File: config.mk
export PLATFORM = sky130hd
export DESIGN_NAME = pc_fetch_seq
export DESIGN_NICKNAME = d
export VERILOG_FILES = /design/src/rtl/pc_fetch_pkg.sv /design/src/rtl/mux_2x1_nbits.sv /design/src/rtl/pc_fetch_seq.sv
export SDC_FILE = /design/constraint.sdc
export NUM_CORES = 1
export LEC_CHECK = 0
export BUFFER_PORTS_ARGS = -buffer_cell sky130_fd_sc_hd__buf_2
export CORE_MARGIN = 2
export CORE_UTILIZATION = 45
export CTS_CLUSTER_SIZE = 28
export DETAILED_ROUTE_END_ITERATION = 8
export PLACE_DENSITY = 0.69
export SLEW_MARGIN = 25
export SYNTH_ARGS = -nofsm -noshare
export SYNTH_HDL_FRONTEND = slang
export SYNTH_SLANG_ARGS = --single-unit
export TNS_END_PERCENT = 5
File: constraint.sdc
create_clock -name clk -period 2.15 [get_ports clk]
set_clock_uncertainty 0.05 [all_clocks]
set_input_delay 0.1075 -clock clk [delete_from_list [all_inputs] [get_ports clk]]
set_output_delay 0.1075 -clock clk [all_outputs]
set_load 0.01 [all_outputs]
File: src/rtl/pc_fetch_pkg.sv
// Shared constants for the program-counter / fetch sequencer.
package pc_fetch_pkg;

    localparam int PC_BITS = 4;

    localparam logic [1:0] ST_IDLE    = 2'd0;
    localparam logic [1:0] ST_FETCH   = 2'd1;
    localparam logic [1:0] ST_ADVANCE = 2'd2;
    localparam logic [1:0] ST_HALTED  = 2'd3;

endpackage

File: src/rtl/mux_2x1_nbits.sv
// Generic n-bit two-input multiplexer: xout = sel ? xin_1 : xin_0.
module mux_2x1_nbits #(
    parameter int bits = 4
) (
    input  logic            sel,
    input  logic [bits-1:0] xin_0,
    input  logic [bits-1:0] xin_1,
    output logic [bits-1:0] xout
);

    assign xout = sel ? xin_1 : xin_0;

endmodule

File: src/rtl/pc_fetch_seq.sv
// PC register and req/ack instruction-fetch sequencer feeding the decoder.
// Jumps and halts seen mid-fetch are held pending and applied in ADVANCE.
module pc_fetch_seq
    import pc_fetch_pkg::*;
#(
    parameter int              bits     = PC_BITS,
    parameter logic [bits-1:0] RESET_PC = '0
) (
    input  logic            clk,
    input  logic            rst,
    input  logic            start,
    input  logic            halt,
    input  logic            jmp_en,
    input  logic [bits-1:0] jmp_addr,
    output logic            mem_req,
    output logic [bits-1:0] mem_addr,
    input  logic            mem_ack,
    output logic            instr_valid,
    output logic [bits-1:0] pc,
    output logic [bits-1:0] pc_seq,
    output logic            busy
);

    localparam logic [bits-1:0] PC_ONE = {{(bits-1){1'b0}}, 1'b1};

    logic [1:0]      state_q,     state_d;
    logic [bits-1:0] pc_q,        pc_d;
    logic            jmp_pend_q,  jmp_pend_d;
    logic [bits-1:0] jmp_tgt_q,   jmp_tgt_d;
    logic            halt_pend_q, halt_pend_d;

    logic            mux_sel;
    logic [bits-1:0] mux_jmp;
    logic [bits-1:0] mux_out;

    assign pc_seq = pc_q + PC_ONE;

    // A jump arriving in the ADVANCE cycle itself beats the pending target.
    assign mux_sel = jmp_en | jmp_pend_q;
    assign mux_jmp = jmp_en ? jmp_addr : jmp_tgt_q;

    mux_2x1_nbits #(.bits(bits)) u_next_pc_mux (
        .sel   (mux_sel),
        .xin_0 (pc_seq),
        .xin_1 (mux_jmp),
        .xout  (mux_out)
    );

    always_comb begin
        state_d     = state_q;
        pc_d        = pc_q;
        jmp_pend_d  = jmp_pend_q;
        jmp_tgt_d   = jmp_tgt_q;
        halt_pend_d = halt_pend_q;
        case (state_q)
            ST_IDLE: begin
                if (halt) begin
                    state_d = ST_HALTED;
                end else begin
                    if (jmp_en) pc_d = jmp_addr;
                    if (start)  state_d = ST_FETCH;
                end
            end
            ST_FETCH: begin
                if (jmp_en) begin
                    jmp_pend_d = 1'b1;
                    jmp_tgt_d  = jmp_addr;
                end
                if (halt)    halt_pend_d = 1'b1;
                if (mem_ack) state_d = ST_ADVANCE;
            end
            ST_ADVANCE: begin
                pc_d       = mux_out;
                jmp_pend_d = 1'b0;
                state_d    = (halt | halt_pend_q) ? ST_HALTED : ST_FETCH;
            end
            default: begin
                state_d = ST_HALTED;
            end
        endcase
    end

    always_ff @(posedge clk) begin
        if (rst) begin
            state_q     <= ST_IDLE;
            pc_q        <= RESET_PC;
            jmp_pend_q  <= 1'b0;
            jmp_tgt_q   <= '0;
            halt_pend_q <= 1'b0;
        end else begin
            state_q     <= state_d;
            pc_q        <= pc_d;
            jmp_pend_q  <= jmp_pend_d;
            jmp_tgt_q   <= jmp_tgt_d;
            halt_pend_q <= halt_pend_d;
        end
    end

    assign mem_req     = (state_q == ST_FETCH);
    assign mem_addr    = mem_req ? pc_q : '0;
    assign instr_valid = (state_q == ST_ADVANCE);
    assign busy        = (state_q == ST_FETCH) || (state_q == ST_ADVANCE);
    assign pc          = pc_q;

endmodule
# Word level (Yosys, flattened, before mapping)
# Cells that the tools add are included.
# op_classes
n_reduce_logical,8
addsub,1
bitwise,2
muxes,13
n_eq_ne,7
# op_table
operator,count
$mux W4,5
$mux W2,4
$pmux W4 S2,1
$ne A2 B2 Y1 const B,3
$pmux W2 S3,1
$reduce_and A2 Y1,3
$add A4 B1 Y4 const B,1
$reduce_bool A2 Y1,2
$ne A3 B3 Y1 const B,1
$reduce_and A3 Y1,1
$eq A2 B1 Y1 const B,1
$eq A2 B2 Y1 const B,1
$logic_not A2 Y1,1
$ne A2 B1 Y1 const B,1
$or A1 B1 Y1,2
$pmux W1 S2,1
$logic_or A1 B1 Y1,1
$mux W1,1
# totals
output_inout_bits,15
ff_bits,12
inputBits,10
elab_cells,36

# Logic depth before layout (Yosys ltp)
# Gate-level depths: netlist (run 1).
# logic_depth
depth_word,3
ltp_mapped,6
mapped_depth_nobuf,6

# Hierarchy
# From an unflattened synthesis (run 1), not the netlist that was laid out.
# unflattened
cells_unflattened,88
hier_area_um2,793.3
# by_module_without_submodules
module,n_inst,area_each_um2,seq_area_each_um2,cells_each
pc_fetch_seq,1,748.2,240.2,84
mux_2x1_nbits,1,45.0,0.0,4

# Least setup slack after synthesis (run 1)
# OpenSTA, ideal clock, no wires.
# synth_timing
path_type,register -> register
startpoint,register pc_q[0] (netlist: pc[0])
endpoint,register pc_q[1] (netlist: pc[1])
arrival_time_ns,1.396
setup_slack_ns,0.576
required_ns,1.972
path_stages_with_launch,6
synth_period_minus_slack_ns,1.574
path_buffers,0
setup_time_ns,0.128
path_cell_list,dfxtp_1 -> ha_1 -> mux2_4 -> mux2_2 -> mux2i_1 -> nor2_1
# synth_via
elab_chain_len,3
# synth_rtl
element,line_no,source
start: declaration,pc_fetch_seq.sv:27,"logic [bits-1:0] pc_q, pc_d;"
start signal: assignment,pc_fetch_seq.sv:92,pc_q <= pc_d;
$add A4 B1 Y4,pc_fetch_seq.sv:36,assign pc_seq = pc_q + PC_ONE;
via pc_seq[1],pc_fetch_seq.sv:20,"output logic [bits-1:0] pc_seq,"
$mux W4,mux_2x1_nbits.sv:11,assign xout = sel ? xin_1 : xin_0;
$pmux W4 S2,pc_fetch_seq.sv:55,case (state_q)
# The timed path passes the listed nets, and every way through them passes these cells.
# A chain may end at the register's enable or synchronous reset.

# Worst setup path after layout (run 1)
# layout_timing
startpoint,register state_q[1]
endpoint,register state_q[1]
# layout_via
elab_chain_len,3
word_cells_on_any_way,7
classes_between,4 x eq/ne; 1 x mux; 2 x reduce/logical
# layout_rtl
element,line_no,source
start: declaration,pc_fetch_seq.sv:26,"logic [1:0] state_q, state_d;"
start signal: assignment,pc_fetch_seq.sv:91,state_q <= state_d;
$eq A2 B1 Y1 / $logic_not A2 Y1 (equally long branches),pc_fetch_seq.sv:55,
$ne A2 B1 Y1 (no line) / $ne A3 B3 Y1 (equally long branches),-,
$reduce_and A2 Y1 (no line),-,
# Parallel ways exist; a longest one is shown, timed or not.

==> metrics.txt, run 1 <==
Critical R2R Capture=state_q[1]; post-route ant nets=0; slowest CP cell=dfxtp_1; Area Growth Syn to Fin=18.7%; grt met3 use=7.35%; worst-path maximum fanout=14; CTS HTree Levels=1; Mapped Area=roughly 740 um2; Post-Route Setup TNS=0 ps; GP Congestion=between 0.7 and 0.8; syn nets=107; FFs w/ async S/R, synth=0%; crit-path cells=inv_1 > ha_1 > nor2b_1 > a21oi_1 > nor2_1 > a311oi_1; number of CTS-inserted buffers=3; Seq cells post-synth=12; Clock Tree Buf Depth=2; layer with the highest usage=met2; final worst slack=445 ps; endpoints failing hold=0; Post-Syn Instances=91; Post-CTS Hold Fix Bufs=0; Fill cells=roughly 150; CTS tree=built; DRT Wirelength=1.45 mm; Nets=132; Setup Fix Bufs, Post-CTS=0; worst-margin pin slew=438 ps; number of global-route vias before repair=558; Fmax=0.586 GHz; Core ar.=0.00152 mm2; Worst R2R Path Depth=6; Post-synth top flop=dfxtp_1; RSZ-0062 raised after global routing=no; residual DRC count=0; clock root buffer master=clkbuf_4; CP delay by family, top=compound AO/OA/AOI/OAI gates; Ant. Diodes=0; Reg area=about 240 um2; setup violators final=0; met1 Track Usage GR=between 20% and 30%; Min-Delay Path Class=input port to register; die height=approximately 45 um; Placement Rows=14; RR Startpoint=state_q[1]; GR met2 Demand/Resource=about a quarter; area share of the largest cell type after synthesis=32.4%; Post-CTS Resized=0; initial antenna violation count=0; r2r setup slk=440 ps; min-delay src=jmp_addr[2]; via/cell ratio=~5; slew margin rel.=just over 70%; Synth area leaders=dfxtp_1 32%, ha_1 10%, a21oi_1 6.7%; maximum VDD drop=0.575 mV; max-slew violations=0; Max Cap Viol=0; Starting Density=about half; maximum number of pins on one net before global-route repair=15; HPWL Detailed=about 1.1 mm; Pleak=0.419 nW; Hold Path Sink=pc[2]; routed length per placed instance=about 11 um; CP peak stage delay=around 380 ps; Worst EP arrival=1830 ps; Post-Syn Area per Cell=8.15 um2; first-pass GRT wire length=2.44 mm; Worst-path clk slew=60 ps; Iter 0 DRT Violations=17; fin crit period=1710 ps; Place WS=457 ps; EDFF count, synth=0; post-synth cell types=30; port buffer count=24; Crit. End Element=register; Pwr per Cell Area=864 mW/mm2; Total Power=761 uW; hold path depth=3; Setup CP Type=register to register; period utilisation layout=79.3%; Die X=around 45 um; Synth area leader=dfxtp_1; sequential-to-total area share from yosys stat=32.4%; drt first pass iters=4; Multi-input gate area=between 400 and 500 um2; share of cells above drive strength 1=28.9%; clk sink count=12; Critical path buffers and inverters=1; insertion delay to the later sink of the worst-skew pair=260 ps; status=complete, no violations; Hold WS=71.2 ps; # IOs=25; Worst EP required=between 2000 and 2500 ps; Total GRT Usage=17.3%; yosys warns=0; Die ar.=0.00199 mm2; via count=668; Worst Setup Start Kind=register; GRT overflow=0
cell families after synthesis:
kind of cell,after synthesis,share of synthesized area (%)
buffers and inverters,11,6.74
AND/OR/NAND/NOR,34,22.4
flip-flops,12,32.4
adder cells (fa/ha/maj),6,10.1
XOR/XNOR,2,2.36
multiplexers,4,7.92
AO/OA/AOI/OAI,22,18.0
state kept, by name, summed over array words and instances, names as in the netlist:
register	flops
jmp_tgt_q	4
pc	4
state_q	2
halt_pend_q	1
jmp_pend_q	1
stage by stage:
stage	cells	utilization, %	cell area (um2)
floorplan	91	-	742
global placement	127	56.3	858
detailed placement	127	56.3	858
CTS	130	57.8	881
global route	130	57.8	881
finish	130	57.8	881
metal layers:
metal  up-vias  wire length, um
met5         -                0
met4         0               13
met3         2               98
met2        23              594
met1       287              747
li1        356                -
worst max-delay path by stage:
stage	startpoint	to	slack [ps]	cells past startpoint
6_report	state_q[1]	state_q[1]	440	6
5_1_grt	state_q[1]	state_q[1]	260	6
4_1_cts	state_q[1]	state_q[1]	440	6
3_5_place_dp	state_q[1]	state_q[1]	460	6
3_3_place_gp	state_q[1]	state_q[0]	550	6
2_1_floorplan	pc[0]	pc[1]	580	5
worst min-delay path: stages:
cell      delay (ps)
buf_2            110
nand2_1           50
a311oi_1          70
report_power, final:
group	leakage (nW)	internal, mW	switching (mW)
Clock	0.0138	0.0646	0.0620
Sequential	0.0984	0.260	0.0406
Combinational	0.307	0.147	0.187
layout by cell type (no fill, tap or decap), types with 2 or more instances in the layout:
master / instances
buf_2: 24
nand2_1: 12
dfxtp_1: 12
a21oi_1: 10
nor2_1: 8
inv_1: 6
ha_1: 6
nand3_1: 5
and2_1: 4
clkbuf_4: 3
a211oi_1: 2
nand2b_1: 2
o21ai_0: 2
a311oi_1: 2
o21ai_1: 2
o31ai_1: 2
final cells by class:
class	instances	share of cell area [%]
Inverter	7	2.98
Tap cell	16	2.27
Timing Repair Buffer	24	13.6
Multi-Input combinational cell	68	51.3
Sequential cell	12	27.3
Clock buffer	3	2.56
cells in the mapped netlist, types with 2 or more instances:
master / count
a311oi_1: 2
a21oi_1: 10
o21ai_0: 2
and2_1: 4
nand3_1: 5
nor2_1: 8
inv_1: 6
o21ai_1: 2
dfxtp_1: 12
ha_1: 6
nand2b_1: 2
o31ai_1: 2
nand2_1: 12
a211oi_1: 2
Note: power is estimated with default switching activity, not from simulation.
==> run 2: changes to the inputs <==
==> constraint.sdc (replaced) <==
create_clock -name clk -period 1.7 [get_ports clk]
set_clock_uncertainty 0.05 [all_clocks]
set_input_delay 0.085 -clock clk [delete_from_list [all_inputs] [get_ports clk]]
set_output_delay 0.085 -clock clk [all_outputs]
set_load 0.01 [all_outputs]
==> run 2 against run 1 <==
Critical path type unchanged. First-iteration DRC count is 12% lower. Maximum frequency rose by 8.1%. Largest power group unchanged. Total power increased by 37%. Combinational power up 31%. Utilization up 1.9 points. Register-to-register slack worse by 320 ps. Largest cell class unchanged.
==> metrics.txt, run 2 (synthesis results as in run 1) <==
r2r setup slk=120 ps (-320 ps); Worst EP arrival=1690 ps (-140 ps); Pwr per Cell Area=1150 mW/mm2 (+33%); GRT overflow=0 (unchanged); Fill cells=140 (-8.5%); GP Congestion=0.856 (+14%); Worst Setup Start Kind=register; Pleak=0.437 nW (+4.2%); # IOs=25 (unchanged); share of cells above drive strength 1=30.8% (+1.8 points); number of CTS-inserted buffers=3 (unchanged); CTS tree=built; CTS HTree Levels=1 (unchanged); Fmax=0.634 GHz (+8.1%); final worst slack=123 ps (-322 ps); CP peak stage delay=410 ps (+30 ps); via/cell ratio=5.13 (-0.21%); Nets=134 (+1.5%); insertion delay to the later sink of the worst-skew pair=270 ps (about the same); worst-margin pin slew=303 ps (-135 ps); maximum VDD drop=0.600 mV (+4.3%); Core ar.=0.00152 mm2 (unchanged); fin util=59.7% (+1.9 points); Placement Rows=14 (unchanged); number of global-route vias before repair=576 (+3.2%); Post-CTS Hold Fix Bufs=0 (unchanged); Crit. End Element=register; most frequent cells in the layout=24 x buf_2, 12 x nand2_1, 12 x dfxtp_1, 10 x a21oi_1, 8 x nor2_1; fin crit period=1580 ps (-128 ps); port buffer count=24 (unchanged); via count=682 (+2.1%); post-route ant nets=0 (unchanged); Die ar.=0.00199 mm2 (unchanged); maximum number of pins on one net before global-route repair=14 (-1); HPWL Detailed=1.24 mm (+10%); Hold WS=41.5 ps (-29.8 ps); worst-path maximum fanout=6 (-8); RSZ-0062 raised after global routing=no; residual DRC count=0 (unchanged); slowest CP cell=dfxtp_1; period utilisation layout=92.8% (+13 points); DRT Wirelength=1.57 mm (+8.3%); crit-path cells=inv_1 > ha_1 > nand2b_4 > mux2_2 > mux2i_1 > nor2_1; Worst EP required=1810 ps (-460 ps); setup violators final=0 (unchanged); Starting Density=48.7% (unchanged); die height=44.6 um (unchanged); slew margin rel.=79.8% (+9.0 points); Ant. Diodes=0 (unchanged); endpoints failing hold=0 (unchanged); Setup Fix Bufs, Post-CTS=0 (unchanged); first-pass GRT wire length=2.49 mm (+2.0%); Post-Route Setup TNS=0 ps (unchanged); Worst-path clk slew=80 ps (+20 ps); Setup CP Type=register to register; Total Power=1.04 mW (+37%); max-slew violations=0 (unchanged); Clock Tree Buf Depth=2 (unchanged); Area Growth Syn to Fin=22.6%; most common cell after layout, fill and taps aside=buf_2; Max Cap Viol=0 (unchanged); Total GRT Usage=17.5% (+0.17 points); status=complete, no violations; routed length per placed instance=11.8 um (+5.9%); Min-Delay Path Class=input port to register; drt first pass iters=4 (unchanged); clock root buffer master=clkbuf_4; clk sink count=12 (unchanged); Die X=44.6 um (unchanged); Post-CTS Resized=0 (unchanged); initial antenna violation count=0 (unchanged); Iter 0 DRT Violations=15 (-2); Place WS=133 ps (-324 ps)
-- run 2: cell count changes in the layout (fill, tap and decap cells not counted) --
cell and change:
clkbuf_8 +1, buf_4 +2
-- run 2: metal layers --
metal  up-vias  global-route usage, %  share of wire, %
met5         -                      0                 0
met4         0                   3.64              0.70
met3         2                   7.35               4.1
met2        14                   27.5                45
met1       299                   22.3                51
li1        367                      -                 -
-- run 2: final cells by class --
| type | count | area [um2] | area share, % |
|---|---|---|---|
| Timing Repair Buffer | 26 | 135 | 14.9 |
| Multi-Input combinational cell | 68 | 452 | 49.7 |
| Sequential cell | 12 | 240 | 26.4 |
| Inverter | 7 | 26.3 | 2.89 |
| Clock buffer | 4 | 36.3 | 3.99 |
| Tap cell | 16 | 20.0 | 2.20 |
-- run 2: worst paths after layout --
| path | from | endpoint | depth (start not counted) |
|---|---|---|---|
| hold reg to reg | jmp_tgt_q[2] | jmp_tgt_q[2] | 2 |
| setup / recovery | state_q[0] | pc[1] | 6 |
| setup reg to reg | state_q[0] | pc[1] | 6 |
| hold / removal | jmp_addr[2] | pc[2] | 3 |
-- run 2: report_power, final --
part | total, mW | switching (mW) | internal [mW]
registers | 0.374 | 0.0466 | 0.328
clock network | 0.229 | 0.0993 | 0.130
logic | 0.440 | 0.244 | 0.196
-- run 2: critical path: cells and delay by family (launching register included) --
| family | cells | cell delay, ps |
|---|---|---|
| adders and majority gates | 1 | 290 |
| buffers and inverters | 1 | 90 |
| DFF | 1 | 410 |
| muxes | 2 | 460 |
| and+or+nand+nor | 2 | 180 |
-- run 2: metrics by stage --
step                      area, um2  std cells
after floorplan                 742         91
after global placement          873        129
after detailed placement        873        129
after CTS                       910        133
after global routing            910        133
final                           910        133
==> run 3: changes to the inputs <==
--- a/config.mk
+++ b/config.mk
@@ -10,6 +10,7 @@
 export CORE_UTILIZATION = 45
 export CTS_CLUSTER_SIZE = 28
 export DETAILED_ROUTE_END_ITERATION = 8
+export MAX_ROUTING_LAYER = met4
 export PLACE_DENSITY = 0.69
 export SLEW_MARGIN = 25
 export SYNTH_ARGS = -nofsm -noshare
==> run 3 against run 2 <==
Clock-buffer cell count is the same. Cell area unchanged. Clock power about the same. Sequential cell count unchanged. Cell count is the same. Maximum frequency is essentially flat. Critical path type unchanged. Routed wire length unchanged. Hold slack barely moved. Global-route usage up 0.53 points. Via count unchanged. Combinational power about the same.
==> metrics.txt, run 3 (synthesis results as in run 1) <==
Die X=44.6 um (unchanged); routed length per placed instance=11.8 um (unchanged); most common cell after layout, fill and taps aside=buf_2; fin crit period=1580 ps (+0.0210 ps); layer with the highest usage=met2; Worst-path clk slew=80 ps (about the same); drt first pass iters=4 (unchanged); number of global-route vias before repair=575 (-0.17%); insertion delay to the later sink of the worst-skew pair=270 ps (about the same); fin util=59.7% (unchanged); period utilisation layout=92.8% (about the same); CTS HTree Levels=1 (unchanged); GRT overflow=0 (unchanged); Total Power=1.04 mW (about the same); GP Congestion=0.869 (+1.6%); post-route ant nets=0 (unchanged); share of cells above drive strength 1=30.8% (unchanged); worst-path maximum fanout=6 (unchanged); Crit. End Element=register; Worst EP arrival=1690 ps (about the same); grt met3 use=7.35% (unchanged); Total GRT Usage=18.0% (+0.53 points); Min-Delay Path Class=input port to register; Post-CTS Hold Fix Bufs=0 (unchanged); first-pass GRT wire length=2.50 mm (+0.28%); Post-Route Setup TNS=0 ps (unchanged); Area Growth Syn to Fin=22.6% (unchanged); endpoints failing hold=0 (unchanged); slew margin rel.=79.8% (unchanged); Core ar.=0.00152 mm2 (unchanged); Clock Tree Buf Depth=2 (unchanged); Ant. Diodes=0 (unchanged); GR met2 Demand/Resource=27.5% (unchanged); Fmax=0.634 GHz (about the same); Post-CTS Resized=0 (unchanged); number of CTS-inserted buffers=3 (unchanged); most frequent cells in the layout=24 x buf_2, 12 x nand2_1, 12 x dfxtp_1, 10 x a21oi_1, 8 x nor2_1; DRT Wirelength=1.57 mm (unchanged); worst-margin pin slew=303 ps (unchanged); clock root buffer master=clkbuf_4; Die ar.=0.00199 mm2 (unchanged); met1 Track Usage GR=22.3% (unchanged); clk sink count=12 (unchanged); Pwr per Cell Area=1150 mW/mm2 (about the same); status=complete, no violations; via count=682 (unchanged); residual DRC count=0 (unchanged); die height=44.6 um (unchanged); Worst EP required=1810 ps (about the same); RSZ-0062 raised after global routing=no; # IOs=25 (unchanged); Setup CP Type=register to register; port buffer count=24 (unchanged); maximum number of pins on one net before global-route repair=14 (unchanged); Hold WS=41.3 ps (-0.133 ps); Pleak=0.437 nW (unchanged); via/cell ratio=5.13 (unchanged); setup violators final=0 (unchanged); HPWL Detailed=1.24 mm (unchanged); max-slew violations=0 (unchanged); CTS tree=built; Worst Setup Start Kind=register; maximum VDD drop=0.600 mV (about the same); initial antenna violation count=0 (unchanged); Setup Fix Bufs, Post-CTS=0 (unchanged); Max Cap Viol=0 (unchanged); Starting Density=48.7% (unchanged); Nets=134 (unchanged); Iter 0 DRT Violations=15 (unchanged); Placement Rows=14 (unchanged); Fill cells=140 (unchanged)
run 3: power by group:
part,leakage (nW),switching (mW),internal (mW)
Combinational,0.318,0.244,0.196
Clock,0.0210,0.0994,0.130
Sequential,0.0984,0.0467,0.328
run 3: path summary, 6_finish.rpt:
check                                   from           end  slack, ps  cells past startpoint
worst max-delay path              state_q[0]         pc[1]        120                      6
worst min-delay path             jmp_addr[2]         pc[2]         40                      3
worst max register to register    state_q[0]         pc[1]        120                      6
worst min register to register  jmp_tgt_q[2]  jmp_tgt_q[2]        410                      2
run 3: final cells by class:
cell class	count	area, um2	share of cell area (%)
timing repair buffer	26	135	14.9
multi-input combinational	68	452	49.7
clock buffer	4	36.3	3.99
tap	16	20.0	2.20
inverter	7	26.3	2.89
sequential	12	240	26.4
run 3: layer usage:
metal  vias to the layer above  part of all wire [%]
li1                        367                     -
met1                       299                    51
met2                        14                    45
met3                         2                   4.1
met4                         0                  0.64
met5                         -                     0
run 3: metrics by stage:
step / setup WS, ps / instance area [um2] / std cells
6_report: 123 / 910 / 133
5_1_grt: 41.1 / 910 / 133
4_1_cts: 121 / 910 / 133
3_5_place_dp: 133 / 873 / 129
3_3_place_gp: 177 / 873 / 129
2_1_floorplan: 126 / 742 / 91
run 3: worst max-delay path, stage by stage (launching register included):
cell	delay [ps]
dfxtp_1	410
inv_1	90
ha_1	290
nand2b_4	130
mux2_2	330
mux2i_1	130
nor2_1	50
